## src/rtl/rv32_pkg.sv

```systemverilog
// Shared RV32I definitions: opcodes, ALU control codes, operand/writeback
// select encodings and the decoded-control record used by ID and EX.
package rv32_pkg;

  // Major opcodes (instr[6:0])
  localparam logic [6:0] OPC_OP       = 7'b0110011;
  localparam logic [6:0] OPC_OP_IMM   = 7'b0010011;
  localparam logic [6:0] OPC_LUI      = 7'b0110111;
  localparam logic [6:0] OPC_AUIPC    = 7'b0010111;
  localparam logic [6:0] OPC_LOAD     = 7'b0000011;
  localparam logic [6:0] OPC_STORE    = 7'b0100011;
  localparam logic [6:0] OPC_BRANCH   = 7'b1100011;
  localparam logic [6:0] OPC_JAL      = 7'b1101111;
  localparam logic [6:0] OPC_JALR     = 7'b1100111;
  localparam logic [6:0] OPC_MISC_MEM = 7'b0001111;
  localparam logic [6:0] OPC_SYSTEM   = 7'b1110011;

  // ALU control codes, shared with the EX-stage ALU
  localparam logic [4:0] ALUC_ADD  = 5'd0;
  localparam logic [4:0] ALUC_SUB  = 5'd1;
  localparam logic [4:0] ALUC_AND  = 5'd2;
  localparam logic [4:0] ALUC_OR   = 5'd3;
  localparam logic [4:0] ALUC_XOR  = 5'd4;
  localparam logic [4:0] ALUC_SLL  = 5'd5;
  localparam logic [4:0] ALUC_SLT  = 5'd6;
  localparam logic [4:0] ALUC_SLTU = 5'd7;
  localparam logic [4:0] ALUC_SRL  = 5'd8;
  localparam logic [4:0] ALUC_SRA  = 5'd9;
  localparam logic [4:0] ALUC_JALR = 5'd10;
  localparam logic [4:0] ALUC_BEQ  = 5'd11;
  localparam logic [4:0] ALUC_BNE  = 5'd12;
  localparam logic [4:0] ALUC_BLT  = 5'd13;
  localparam logic [4:0] ALUC_BGE  = 5'd14;
  localparam logic [4:0] ALUC_BLTU = 5'd15;
  localparam logic [4:0] ALUC_BGEU = 5'd16;

  // Operand and writeback selects
  localparam logic [1:0] A_SEL_RS1   = 2'd0;
  localparam logic [1:0] A_SEL_PC    = 2'd1;
  localparam logic [1:0] A_SEL_ZERO  = 2'd2;
  localparam logic       B_SEL_RS2   = 1'b0;
  localparam logic       B_SEL_IMM   = 1'b1;
  localparam logic [1:0] WB_SEL_ALU  = 2'd0;
  localparam logic [1:0] WB_SEL_MEM  = 2'd1;
  localparam logic [1:0] WB_SEL_PC4  = 2'd2;

  // Decoded control for one instruction; all-zero is the bubble encoding
  typedef struct packed {
    logic [4:0]  aluc;
    logic [1:0]  a_sel;
    logic        b_sel;
    logic [31:0] imm;
    logic [4:0]  rs1;
    logic [4:0]  rs2;
    logic [4:0]  rd;
    logic        reg_write;
    logic [1:0]  wb_sel;
    logic        mem_read;
    logic        mem_write;
    logic [2:0]  mem_funct3;
    logic        is_branch;
    logic        is_jump;
    logic        illegal;
  } ctrl_t;

  // Register/immediate arithmetic op from funct3; alt picks SUB/SRA
  function automatic logic [4:0] alu_op_from_f3(input logic [2:0] f3, input logic alt);
    logic [4:0] op;
    case (f3)
      3'b000:  op = alt ? ALUC_SUB : ALUC_ADD;
      3'b001:  op = ALUC_SLL;
      3'b010:  op = ALUC_SLT;
      3'b011:  op = ALUC_SLTU;
      3'b100:  op = ALUC_XOR;
      3'b101:  op = alt ? ALUC_SRA : ALUC_SRL;
      3'b110:  op = ALUC_OR;
      3'b111:  op = ALUC_AND;
      default: op = ALUC_ADD;
    endcase
    return op;
  endfunction

endpackage

```

## src/rtl/rv32i_decode.sv

```systemverilog
// Pure combinational RV32I decoder: instruction word -> control record.
module rv32i_decode
  import rv32_pkg::*;
(
  input  logic [31:0] instr_i,
  output ctrl_t       ctrl_o
);

  logic [6:0]  opcode_s;
  logic [2:0]  f3_s;
  logic [6:0]  f7_s;
  logic [31:0] imm_i_s, imm_s_s, imm_b_s, imm_u_s, imm_j_s, shamt_s;
  ctrl_t       ctrl_s;
  logic        illegal_s;

  assign opcode_s = instr_i[6:0];
  assign f3_s     = instr_i[14:12];
  assign f7_s     = instr_i[31:25];
  assign imm_i_s  = {{20{instr_i[31]}}, instr_i[31:20]};
  assign imm_s_s  = {{20{instr_i[31]}}, instr_i[31:25], instr_i[11:7]};
  assign imm_b_s  = {{19{instr_i[31]}}, instr_i[31], instr_i[7], instr_i[30:25], instr_i[11:8], 1'b0};
  assign imm_u_s  = {instr_i[31:12], 12'h000};
  assign imm_j_s  = {{11{instr_i[31]}}, instr_i[31], instr_i[19:12], instr_i[20], instr_i[30:21], 1'b0};
  assign shamt_s  = {27'd0, instr_i[24:20]};

  // Per-opcode field decode; unused register fields stay zero
  always_comb begin
    ctrl_s    = '0;
    illegal_s = 1'b0;
    case (opcode_s)
      OPC_OP: begin
        illegal_s = !((f7_s == 7'b0000000) ||
                      ((f7_s == 7'b0100000) && ((f3_s == 3'b000) || (f3_s == 3'b101))));
        ctrl_s.aluc      = alu_op_from_f3(f3_s, f7_s[5]);
        ctrl_s.rs1       = instr_i[19:15];
        ctrl_s.rs2       = instr_i[24:20];
        ctrl_s.rd        = instr_i[11:7];
        ctrl_s.reg_write = 1'b1;
      end
      OPC_OP_IMM: begin
        ctrl_s.b_sel     = B_SEL_IMM;
        ctrl_s.rs1       = instr_i[19:15];
        ctrl_s.rd        = instr_i[11:7];
        ctrl_s.reg_write = 1'b1;
        case (f3_s)
          3'b001: begin
            illegal_s   = (f7_s != 7'b0000000);
            ctrl_s.aluc = ALUC_SLL;
            ctrl_s.imm  = shamt_s;
          end
          3'b101: begin
            illegal_s   = (f7_s != 7'b0000000) && (f7_s != 7'b0100000);
            ctrl_s.aluc = alu_op_from_f3(f3_s, f7_s[5]);
            ctrl_s.imm  = shamt_s;
          end
          default: begin
            ctrl_s.aluc = alu_op_from_f3(f3_s, 1'b0);
            ctrl_s.imm  = imm_i_s;
          end
        endcase
      end
      OPC_LUI: begin
        ctrl_s.a_sel     = A_SEL_ZERO;
        ctrl_s.b_sel     = B_SEL_IMM;
        ctrl_s.imm       = imm_u_s;
        ctrl_s.rd        = instr_i[11:7];
        ctrl_s.reg_write = 1'b1;
      end
      OPC_AUIPC: begin
        ctrl_s.a_sel     = A_SEL_PC;
        ctrl_s.b_sel     = B_SEL_IMM;
        ctrl_s.imm       = imm_u_s;
        ctrl_s.rd        = instr_i[11:7];
        ctrl_s.reg_write = 1'b1;
      end
      OPC_LOAD: begin
        case (f3_s)
          3'b000, 3'b001, 3'b010, 3'b100, 3'b101: illegal_s = 1'b0;
          default:                                illegal_s = 1'b1;
        endcase
        ctrl_s.b_sel      = B_SEL_IMM;
        ctrl_s.imm        = imm_i_s;
        ctrl_s.rs1        = instr_i[19:15];
        ctrl_s.rd         = instr_i[11:7];
        ctrl_s.reg_write  = 1'b1;
        ctrl_s.wb_sel     = WB_SEL_MEM;
        ctrl_s.mem_read   = 1'b1;
        ctrl_s.mem_funct3 = f3_s;
      end
      OPC_STORE: begin
        case (f3_s)
          3'b000, 3'b001, 3'b010: illegal_s = 1'b0;
          default:                illegal_s = 1'b1;
        endcase
        ctrl_s.b_sel      = B_SEL_IMM;
        ctrl_s.imm        = imm_s_s;
        ctrl_s.rs1        = instr_i[19:15];
        ctrl_s.rs2        = instr_i[24:20];
        ctrl_s.mem_write  = 1'b1;
        ctrl_s.mem_funct3 = f3_s;
      end
      OPC_BRANCH: begin
        case (f3_s)
          3'b000:  ctrl_s.aluc = ALUC_BEQ;
          3'b001:  ctrl_s.aluc = ALUC_BNE;
          3'b100:  ctrl_s.aluc = ALUC_BLT;
          3'b101:  ctrl_s.aluc = ALUC_BGE;
          3'b110:  ctrl_s.aluc = ALUC_BLTU;
          3'b111:  ctrl_s.aluc = ALUC_BGEU;
          default: illegal_s   = 1'b1;
        endcase
        ctrl_s.imm       = imm_b_s;
        ctrl_s.rs1       = instr_i[19:15];
        ctrl_s.rs2       = instr_i[24:20];
        ctrl_s.is_branch = 1'b1;
      end
      OPC_JAL: begin
        ctrl_s.a_sel     = A_SEL_PC;
        ctrl_s.b_sel     = B_SEL_IMM;
        ctrl_s.imm       = imm_j_s;
        ctrl_s.rd        = instr_i[11:7];
        ctrl_s.reg_write = 1'b1;
        ctrl_s.wb_sel    = WB_SEL_PC4;
        ctrl_s.is_jump   = 1'b1;
      end
      OPC_JALR: begin
        illegal_s        = (f3_s != 3'b000);
        ctrl_s.aluc      = ALUC_JALR;
        ctrl_s.b_sel     = B_SEL_IMM;
        ctrl_s.imm       = imm_i_s;
        ctrl_s.rs1       = instr_i[19:15];
        ctrl_s.rd        = instr_i[11:7];
        ctrl_s.reg_write = 1'b1;
        ctrl_s.wb_sel    = WB_SEL_PC4;
        ctrl_s.is_jump   = 1'b1;
      end
      OPC_MISC_MEM: illegal_s = (f3_s != 3'b000);
      OPC_SYSTEM:   illegal_s = (f3_s != 3'b000);
      default:      illegal_s = 1'b1;
    endcase
  end

  // Collapse illegal encodings to a flagged NOP; never write x0
  always_comb begin
    ctrl_o = ctrl_s;
    if (illegal_s || (instr_i[1:0] != 2'b11)) begin
      ctrl_o         = '0;
      ctrl_o.illegal = 1'b1;
    end else begin
      ctrl_o.reg_write = ctrl_s.reg_write & (ctrl_s.rd != 5'd0);
    end
  end

endmodule

```

## src/rtl/id_ex_decode_stage.sv

```systemverilog
// ID stage: RV32I decode plus the ID/EX pipeline register with stall/flush.
module id_ex_decode_stage
  import rv32_pkg::*;
#(
  parameter int              XLEN     = 32,
  parameter logic [XLEN-1:0] RESET_PC = '0
) (
  input  logic            clk,
  input  logic            rst,
  input  logic            id_valid,
  input  logic [31:0]     id_instr,
  input  logic [XLEN-1:0] id_pc,
  input  logic            stall,
  input  logic            flush,
  output logic            ex_valid,
  output logic [4:0]      ex_aluc,
  output logic [1:0]      ex_a_sel,
  output logic            ex_b_sel,
  output logic [31:0]     ex_imm,
  output logic [4:0]      ex_rs1,
  output logic [4:0]      ex_rs2,
  output logic [4:0]      ex_rd,
  output logic            ex_reg_write,
  output logic [1:0]      ex_wb_sel,
  output logic            ex_mem_read,
  output logic            ex_mem_write,
  output logic [2:0]      ex_mem_funct3,
  output logic            ex_is_branch,
  output logic            ex_is_jump,
  output logic [XLEN-1:0] ex_pc,
  output logic            ex_illegal
);

  ctrl_t           dec_s;
  ctrl_t           ctrl_d, ctrl_q;
  logic            valid_d, valid_q;
  logic [XLEN-1:0] pc_d, pc_q;

  rv32i_decode u_decode (
    .instr_i (id_instr),
    .ctrl_o  (dec_s)
  );

  // Next ID/EX contents: flush beats stall beats load; a bubble keeps the PC
  always_comb begin
    if (flush) begin
      ctrl_d  = '0;
      valid_d = 1'b0;
      pc_d    = pc_q;
    end else if (stall) begin
      ctrl_d  = ctrl_q;
      valid_d = valid_q;
      pc_d    = pc_q;
    end else if (id_valid) begin
      ctrl_d  = dec_s;
      valid_d = 1'b1;
      pc_d    = id_pc;
    end else begin
      ctrl_d  = '0;
      valid_d = 1'b0;
      pc_d    = pc_q;
    end
  end

  // ID/EX register; reset dominates every other control
  always_ff @(posedge clk) begin
    if (rst) begin
      ctrl_q  <= '0;
      valid_q <= 1'b0;
      pc_q    <= RESET_PC;
    end else begin
      ctrl_q  <= ctrl_d;
      valid_q <= valid_d;
      pc_q    <= pc_d;
    end
  end

  assign ex_valid      = valid_q;
  assign ex_aluc       = ctrl_q.aluc;
  assign ex_a_sel      = ctrl_q.a_sel;
  assign ex_b_sel      = ctrl_q.b_sel;
  assign ex_imm        = ctrl_q.imm;
  assign ex_rs1        = ctrl_q.rs1;
  assign ex_rs2        = ctrl_q.rs2;
  assign ex_rd         = ctrl_q.rd;
  assign ex_reg_write  = ctrl_q.reg_write;
  assign ex_wb_sel     = ctrl_q.wb_sel;
  assign ex_mem_read   = ctrl_q.mem_read;
  assign ex_mem_write  = ctrl_q.mem_write;
  assign ex_mem_funct3 = ctrl_q.mem_funct3;
  assign ex_is_branch  = ctrl_q.is_branch;
  assign ex_is_jump    = ctrl_q.is_jump;
  assign ex_illegal    = ctrl_q.illegal;
  assign ex_pc         = pc_q;

endmodule

```

## config.mk

```make
export PLATFORM = sky130hd
export DESIGN_NAME = id_ex_decode_stage
export DESIGN_NICKNAME = d
export VERILOG_FILES = /design/src/rtl/rv32_pkg.sv /design/src/rtl/rv32i_decode.sv /design/src/rtl/id_ex_decode_stage.sv
export SDC_FILE = /design/constraint.sdc
export NUM_CORES = 1
export LEC_CHECK = 0
export CORE_MARGIN = 2
export CORE_UTILIZATION = 46
export DETAILED_ROUTE_END_ITERATION = 8
export GPL_ROUTABILITY_DRIVEN = 1
export GPL_TIMING_DRIVEN = 0
export PLACE_DENSITY = 0.86
export SYNTH_ARGS = -nofsm -noshare
export SYNTH_HDL_FRONTEND = slang
export SYNTH_SLANG_ARGS = --single-unit
```

## constraint.sdc

```tcl
create_clock -name clk -period 6.6 [get_ports clk]
set_input_delay 1.98 -clock clk [delete_from_list [all_inputs] [get_ports clk]]
set_output_delay 1.98 -clock clk [all_outputs]
set_load 0.02 [all_outputs]
```

# Yosys cells after proc, flatten, opt, wreduce, memory -nomap -nowiden
# Memories as Yosys holds them, arrays and structs flattened.
# Index checks and enable logic that the tools add are counted.
[totals]
reg_bits = 99
rom_bits = 32
inputBits = 69
wordCells = 99
mem_count = 1
[mem_list]
columns = ["name", "depth", "word_bits", "rd", "rd_ports_with_merged_regs", "write_ports", "line_no", "source"]
rows = [
  ["(no name shown)", 8, 4, 1, 0, 0, "rv32_pkg.sv:69", "case (f3)"],
]
[classes]
n_eq_ne = 21
muxes = 29
bitwise = 3
reduce_logical = 28
[ops]
columns = ["op", "n"]
rows = [
  ["$pmux 32 s6", 1],
  ["$mux 66", 1],
  ["$mux 55", 1],
  ["$pmux 5 s8", 1],
  ["$mux 32", 1],
  ["$pmux 5 s6", 1],
  ["$eq 7x6->1 const B", 4],
  ["$eq 7x7->1 const B", 4],
  ["$pmux 5 s4", 1],
  ["$eq 7x5->1 const B", 2],
  ["$reduce_or 2->1", 7],
  ["$reduce_or 7->1", 2],
  ["$eq 3x3->1 const B", 4],
  ["$mux 1", 12],
  ["$reduce_or 3->1", 4],
  ["$reduce_or 6->1", 2],
  ["$mux 10", 1],
  ["$mux 5", 2],
  ["$pmux 5 s2", 1],
  ["$pmux 2 s2", 2],
  ["$eq 7x2->1 const B", 1],
  ["$eq 7x4->1 const B", 1],
  ["$logic_not 7->1", 1],
  ["$ne 7x6->1 const B", 1],
  ["other kinds (18)", 23],
]

# Depth between registers and ports, before layout
# Gate-level depths: netlist (run 1).
[depth]
ltp_word = 9
mapped_depth = 8
mapped_depth_nobuf = 6

# Cells and area by module
# Synthesis (run 1) repeated with hierarchy kept, for this count alone.
[hier_totals]
cells_unflattened = 678
hier_area_um2 = 5434.0
[modules_own_cells]
columns = ["mod", "instances", "cells_each", "area_per_inst_um2", "seq_area_each_um2"]
rows = [
  ["id_ex_decode_stage", 1, 438, 4182.8, 1981.9],
  ["rv32i_decode", 1, 240, 1251.2, 0.0],
]

# Worst setup path before layout (run 1)
# No wires, ideal clock.
[synth_timing]
path_kind = "in2reg"
from = "in id_instr[13]"
to = "reg ctrl_q, in the netlist ex_mem_read"
setup_time_ns = 0.117
arrival_time_ns = 3.368
path_slack_ns = 3.115
cell_stages = 8
path_buffers = 2
path_cell_list = "buf_2 nor3_1 a311oi_2 nand2_1 o31a_1 and2_4 buf_6 a32o_1"
[synth_between]
elab_chain_len = 9
elab_cells_between_ends = 23
classes_between = "eq/ne: 6; mux: 7; reduce/logical: 10"
[synth_rtl]
columns = ["element", "line_no", "source"]
rows = [
  ["start, declared", "id_ex_decode_stage.sv:11", "input logic [31:0] id_instr,"],
  ["parallel branches: the longest is 5 deep, another holds $reduce_or 6->1", "--", ""],
  ["$pmux 1 s7 (*)", "rv32i_decode.sv:30", "case (opcode_s)"],
  ["$logic_or 1x1->1 (*)", "rv32i_decode.sv:146", "if (illegal_s || (instr_i[1:0] != 2'b11)) begin"],
  ["$mux 10 (*)", "rv32i_decode.sv:146", ""],
  ["$mux 66 (*)", "id_ex_decode_stage.sv:54", "end else if (id_valid) begin"],
  ["end signal, assigned", "id_ex_decode_stage.sv:72", "ctrl_q <= ctrl_d;"],
  ["end, declared", "id_ex_decode_stage.sv:35", "ctrl_t ctrl_d, ctrl_q;"],
]
# Mark *: on every way between the ends.
# A chain may end at the register's enable or synchronous reset.

# Final worst setup path (run 1)
[layout_timing]
from = "in id_instr[25]"
to = "reg ctrl_q, in the netlist ex_imm[28]"
[layout_between]
elab_chain_len = 8
elab_cells_between_ends = 13
classes_between = "eq/ne: 2; mux: 4; reduce/logical: 7"
[layout_rtl]
columns = ["element", "line_no"]
rows = [
  ["parallel branches: the longest is 4 deep, another holds $ne 7x6->1", "--"],
  ["$pmux 1 s7 (*)", "rv32i_decode.sv:30"],
  ["$logic_or 1x1->1 (*)", "rv32i_decode.sv:146"],
  ["$mux 55 (*)", "rv32i_decode.sv:146"],
  ["$mux 66 (*)", "id_ex_decode_stage.sv:54"],
]
# Marked as above.

==> impl_metrics.csv, run 1 <==
group,metric,value,unit
routing,drc,0,
cts,numCtsBuffers,9,
critical_path,critPathRequiredTime,6.88,ns
placed_design,portBuffers,163,
min_path,hold_start,"ex_pc[12]$_SDFFE_PP0P_",
critical_path,r2r_start,"ex_a_sel[1]$_SDFFE_PP0N_",
floorplan,fp.dieH,97.41,um
synthesis,synth_fp_nets,538,
synthesis,netlist_area,0.004014,sq mm
floorplan,die_w,97.41,um
floorplan,io_pins,168,
global_routing,grt_pass1_wl,19830,um
cts,cts-hold-fix-buffers,0,
routing,first_iter_violations,248,
global_routing,grt_start_max_net_pins,20,
routing,drt-wirelength-per-cell,16.71,um
final_layout,nets,712,
timing,finalSetupTns,0,ns
min_path,hold_end,"ex_pc[12]$_SDFFE_PP0P_",
critical_path,reg2reg_depth,1,
critical_path,worstSetupStartpointType,"input port",
cts,htreeDepth,3,
synthesis,synth_edf_count,0,
floorplan,rows,34,
cts,cts_root_buffer,"clkbuf_8",
job,cap_viol_max_count,0,
cts,cts_num_sinks,98,
synthesis,synth.distinct_cells,55,
timing,worstMarginPinSlew,0.9950,ns
timing,hold_violations,0,
floorplan,core_area,0.008593,sq mm
critical_path,path_class,"in2reg",
floorplan,die-area,0.009489,sq mm
floorplan,initial_core_util,0.4671,
placed_design,gp_congestion,0.8978,
final_layout,area_growth,49.50,%
min_path,min_path_type,"reg2reg",
timing,rsz0062_at_grt,"false",
timing,fin_skew,0,ns
synthesis,synth_area_per_cell,8.558,sq um
synthesis,synth_warnings,0,
power_and_ir_drop,leakagePower,2.038,nW
placed_design,dp_slack,2.249,ns
synthesis,synth-async-reset-ratio,0,
final_layout,fin_util,0.6983,
synthesis,synthCells,469,
routing,vias,4212,
power_and_ir_drop,p_per_area,191.9,mW/mm^2
timing,setup_ws,2.561,ns
timing,slew_headroom,0.3307,
global_routing,grt_overflow_total,0,
min_path,holdPathStages,2,
timing,finalCriticalPeriod,4.039,ns
routing,detail-route-antenna-nets,0,
routing,wirelength,12630,um
critical_path,critPathMaxFanout,10,
cts,cts_setup_buffers,0,
synthesis,ys_seq_area_frac,0.4888,
routing,first_pass_iters,5,
critical_path,reg2reg_slack,5.93,ns
timing,slew_violations,0,
outcome,run_status,"finished, final reports clean",
global_routing,grt_pass1_vias,4040,
timing,min_period_over_period,0.6119,
cts,cts_buffer_depth,2,
timing,setup_viol,0,
cts,ctsResizeCount,0,
critical_path,cp.arrival,4.32,ns
routing,routed_via_density,5.571,
critical_path,r2r_end,"ex_a_sel[1]$_SDFFE_PP0N_",
critical_path,cp-end-kind,"flip-flop",
placed_design,hpwl,9811,um
power_and_ir_drop,ir_worst_vdd,0.0001176,V
final_layout,layout-drive-gt1-share,0.06173,
synthesis,ys_ff_latch,98,
global_routing,antenna_found_initial,0,
synthesis,synth_flop_cell,"dfxtp_1",
cts,clk_pin_slew,0.10,ns
power_and_ir_drop,finalPower,1.152,mW
global_routing,grt_use_total,0.2573,
cts,insertion_delay,0.35,ns
final_layout,diodes,0,
cts,cts_tree,"done",
timing,fmax,247.6,MHz
==> state kept, by name, indices dropped and copies added (netlist names), 2 cells and up <==
signal / cells
ex_imm: 32
ex_pc: 32
ex_aluc: 5
ex_rd: 5
ex_rs1: 5
ex_rs2: 5
ex_mem_funct3: 3
ex_a_sel: 2
==> critical path, cell delays in order <==
cell and delay, ns:
clkdlybuf4s50_1 0.47, nor4_1 0.52, nand3_1 0.15, a21o_1 0.20, a31oi_1 0.27, nand2_1 0.28
buf_2 0.25, o21ai_0 0.19
==> cells in the final DEF, fill, tap and decap left out, types with 3 or more instances in the layout <==
cell             count
clkdlybuf4s50_1    163
a22oi_1              4
nand4_1              3
clkbuf_1            23
a32o_1              27
a22o_1               5
and2_1               3
buf_4                3
dfxtp_1             98
o21ai_0             38
nand2b_1             6
nor3b_1              3
nand2_1            108
nor2_1              13
buf_6                4
clkbuf_8             9
nor2b_1              6
buf_2                7
nor3_1               7
inv_8                3
a21oi_1             60
==> metal layers <==
layer / track usage / vias to the layer above / share of wire
met4: 0.1036 / 0 / 0.025
met5: 0 / - / 0
met2: 0.4584 / 187 / 0.50
li1: - / 2027 / -
met3: 0.07266 / 28 / 0.085
met1: 0.2884 / 1970 / 0.39
==> logic make-up after synthesis <==
logic type	count (synthesis)	synth area share
mux	1	0.002494
xor+xnor	2	0.004365
buf+inv	41	0.05143
flops	98	0.4888
compound gates	161	0.2634
simple gates	166	0.1895
==> how the worst max path moves through the flow <==
stage                 start                       end  slack, ns
6_report       id_instr[25]   ex_imm[28]$_SDFFE_PP0N_       2.56
5_1_grt        id_instr[25]    ex_imm[1]$_SDFFE_PP0N_       2.42
4_1_cts        id_instr[25]   ex_imm[28]$_SDFFE_PP0N_       2.61
3_5_place_dp   id_instr[25]   ex_imm[28]$_SDFFE_PP0N_       2.25
3_3_place_gp   id_instr[25]    ex_imm[2]$_SDFFE_PP0N_       2.30
2_1_floorplan  id_instr[13]  ex_mem_read$_SDFFE_PP0N_       3.11
==> report_power, final <==
group / internal (mW) / switching, mW / total (mW)
logic: 0.0651 / 0.0684 / 0.133
registers: 0.598 / 0.00352 / 0.601
clock network: 0.187 / 0.230 / 0.417
total: 0.850 / 0.302 / 1.15
==> Yosys cell counts (all sizes together), types with 3 or more instances <==
master / number / area [sq um]
a22oi: 4 / 30.03
a21oi: 60 / 300.3
nand2: 108 / 405.4
nand4: 3 / 18.77
nand2b: 6 / 37.54
clkbuf: 25 / 96.34
a22o: 5 / 43.79
nor3: 8 / 45.04
nor2: 13 / 48.80
and2: 4 / 27.53
dfxtp: 98 / 1962
nor3b: 3 / 22.52
buf: 14 / 102.6
o21ai: 39 / 195.2
nor2b: 6 / 37.54
a32o: 27 / 270.3
==> stage by stage <==
stage                     instance area, sq um  std cells  hold WS, ns
after floorplan                           4014        469       0.5252
after global placement                    5781        740       0.4352
after detailed placement                  5781        740       0.4436
final                                     6001        756       0.4591
after CTS                                 6001        756       0.4614
after global routing                      6001        756       0.4751
==> cell type report <==
class / count / area [sq um]
clock buffers: 9 / 123.9
inverters: 2 / 7.507
multi-input cells: 330 / 1846
fillers: 712 / 2592
plain buffers: 39 / 198.9
clock inverters: 7 / 96.34
repair buffers: 163 / 1632
flip-flops and latches: 98 / 1962
well taps: 108 / 135.1
No activity file was read; power rests on OpenSTA's default activity.
==> run 2: changes to the inputs <==
Settings changed: CORE_UTILIZATION 46 to 43, PLACE_DENSITY 0.86 to 0.82.
Clock period 6.6 ns to 3.8 ns, I/O delays scaled along.
==> run 2 against run 1 <==
  * Worst hold slack improved by 0.0040 ns
  * Critical path depth is the same
  * Sequential power rose by 73%
  * First-iteration DRC count down 11%
  * Core utilization shrank 4.4 points
  * Register-to-register slack got worse by 2.8 ns
  * Final area fell by 0.19%
  * Via count rose by 1.5%
  * Die area grew 6.7%
  * Clock-buffer cell count is the same
  * Highest routed layer unchanged
==> impl_metrics.csv, run 2 (synthesis gave the netlist of run 1 again) <==
group,metric,value,unit
outcome,run_status,"finished, final reports clean",
final_layout,fin_util,0.6544,
critical_path,critPathMaxFanout,10,
timing,min_period_over_period,0.8709,
routing,met3WireLength,1225,um
cts,cts_root_buffer,"clkbuf_8",
final_layout,layout_common_cells,"clkdlybuf4s50_1 (163), nand2_1 (108), dfxtp_1 (98), a21oi_1 (60), o21ai_0 (38)",
cts,clk_pin_slew,0.11,ns
critical_path,critPathMaxStageDelay,0.58,ns
global_routing,grt_overflow_total,0,
timing,fmax,302.2,MHz
placed_design,dp_cells,743,
placed_design,hpwl,10000,um
timing,fin_skew,0,ns
min_path,min_path_type,"reg2reg",
timing,setup_ws,0.4906,ns
routing,routed_via_density,5.631,
floorplan,core_area,0.009153,sq mm
critical_path,path_cells,"clkdlybuf4s50_1, nand4bb_1, nor3_2, a211o_1, a31oi_1, nand2_1, clkbuf_2, o21ai_0",
cts,cts_setup_buffers,0,
job,cap_viol_max_count,0,
critical_path,critPathRequiredTime,4.09,ns
floorplan,rows,35,
routing,drc,0,
global_routing,grt_use_total,0.2496,
global_routing,antenna_found_initial,0,
cts,ctsResizeCount,0,
final_layout,final_common_cell,"clkdlybuf4s50_1",
final_layout,diodes,0,
timing,hold_violations,0,
routing,top_layer,"met4",
timing,slew_headroom,0.3098,
routing,wirelength,12980,um
timing,finalSetupTns,0,ns
critical_path,cp.arrival,3.60,ns
timing,rsz0062_at_grt,"false",
cts,insertion_delay,0.35,ns
final_layout,layout-drive-gt1-share,0.06173,
floorplan,io_pins,168,
critical_path,worstSetupStartpointType,"input port",
routing,wl_met2,6373,um
power_and_ir_drop,leakagePower,2.033,nW
cts,cts_buffer_depth,2,
routing,m1WireLength,5216,um
timing,slew_violations,0,
floorplan,fp.dieH,100.6,um
placed_design,dp_slack,0.1752,ns
critical_path,critPathSlowestCell,"clkdlybuf4s50_1",
timing,worstMarginPinSlew,1.026,ns
placed_design,portBuffers,163,
routing,vias,4274,
timing,finalCriticalPeriod,3.309,ns
final_layout,area_growth,49.22,%
placed_design,dpl_cell_area,0.005784,sq mm
floorplan,initial_core_util,0.4386,
power_and_ir_drop,p_per_area,325.5,mW/mm^2
global_routing,grt_pass1_vias,4050,
final_layout,fin_area,0.005989,sq mm
routing,drt-wirelength-per-cell,17.10,um
global_routing,grt_start_max_net_pins,21,
cts,cts_num_sinks,98,
global_routing,grt_pass1_wl,19830,um
cts,cts_tree,"done",
power_and_ir_drop,ir_worst_vdd,0.0002543,V
routing,first_iter_violations,220,
placed_design,gp_congestion,0.9328,
cts,htreeDepth,3,
routing,detail-route-antenna-nets,0,
timing,setup_viol,0,
critical_path,cp-end-kind,"flip-flop",
final_layout,nets,712,
floorplan,die_w,100.6,um
floorplan,die-area,0.01012,sq mm
cts,cts-hold-fix-buffers,0,
critical_path,path_class,"in2reg",
routing,first_pass_iters,5,
cts,numCtsBuffers,9,
final_layout,layout.cells.non_filler,759,
-- run 2: through the flow --
step	hold WS, ns	total power [mW]
after floorplan	0.5252	1.167
after global placement	0.4337	1.298
after detailed placement	0.4454	1.300
after CTS	0.4625	1.961
after global routing	0.4810	2.023
final	0.4631	1.950
-- run 2: worst max-delay path: cells and delay by family --
kind | cells | cell delay, ns
and+or+nand+nor | 3 | 0.77
AOI/OAI and AO/OA | 3 | 0.81
buffers and inverters | 2 | 0.87
-- run 2: report_power, final --
| part | internal [mW] | switching [mW] | leakage (nW) |
|---|---|---|---|
| clock | 0.263 | 0.407 | 0.103 |
| sequential | 1.04 | 0.00595 | 0.791 |
| combinational | 0.113 | 0.122 | 1.14 |
| total | 1.41 | 0.535 | 2.03 |
-- run 2: worst paths after layout --
check / from / endpoint / slack (ns) / cells past startpoint
setup reg to reg: ex_rd[3]$_SDFFE_PP0N_ / ex_rd[3]$_SDFFE_PP0N_ / 3.15 / 1
hold / removal: ex_pc[21]$_SDFFE_PP0P_ / ex_pc[21]$_SDFFE_PP0P_ / 0.46 / 2
hold reg to reg: ex_pc[21]$_SDFFE_PP0P_ / ex_pc[21]$_SDFFE_PP0P_ / 0.46 / 2
setup / recovery: id_instr[3] / ex_imm[16]$_SDFFE_PP0N_ / 0.49 / 8
-- run 2: final cells by class --
cell class                      instances  area, sq um
Fill cell                             778         3163
Sequential cell                        98         1962
Multi-Input combinational cell        330         1846
Timing Repair Buffer                  163         1632
Buffer                                 39        198.9
Tap cell                              111        138.9
Clock buffer                            9        123.9
Clock inverter                          7        81.33
Inverter                                2        7.507
-- run 2: per-layer routing --
| layer | up-vias | GRT usage |
|---|---|---|
| met3 | 17 | 0.07628 |
| met2 | 228 | 0.4226 |
| met5 | - | 0 |
| met4 | 0 | 0.08535 |
| li1 | 2023 | - |
| met1 | 2006 | 0.3004 |
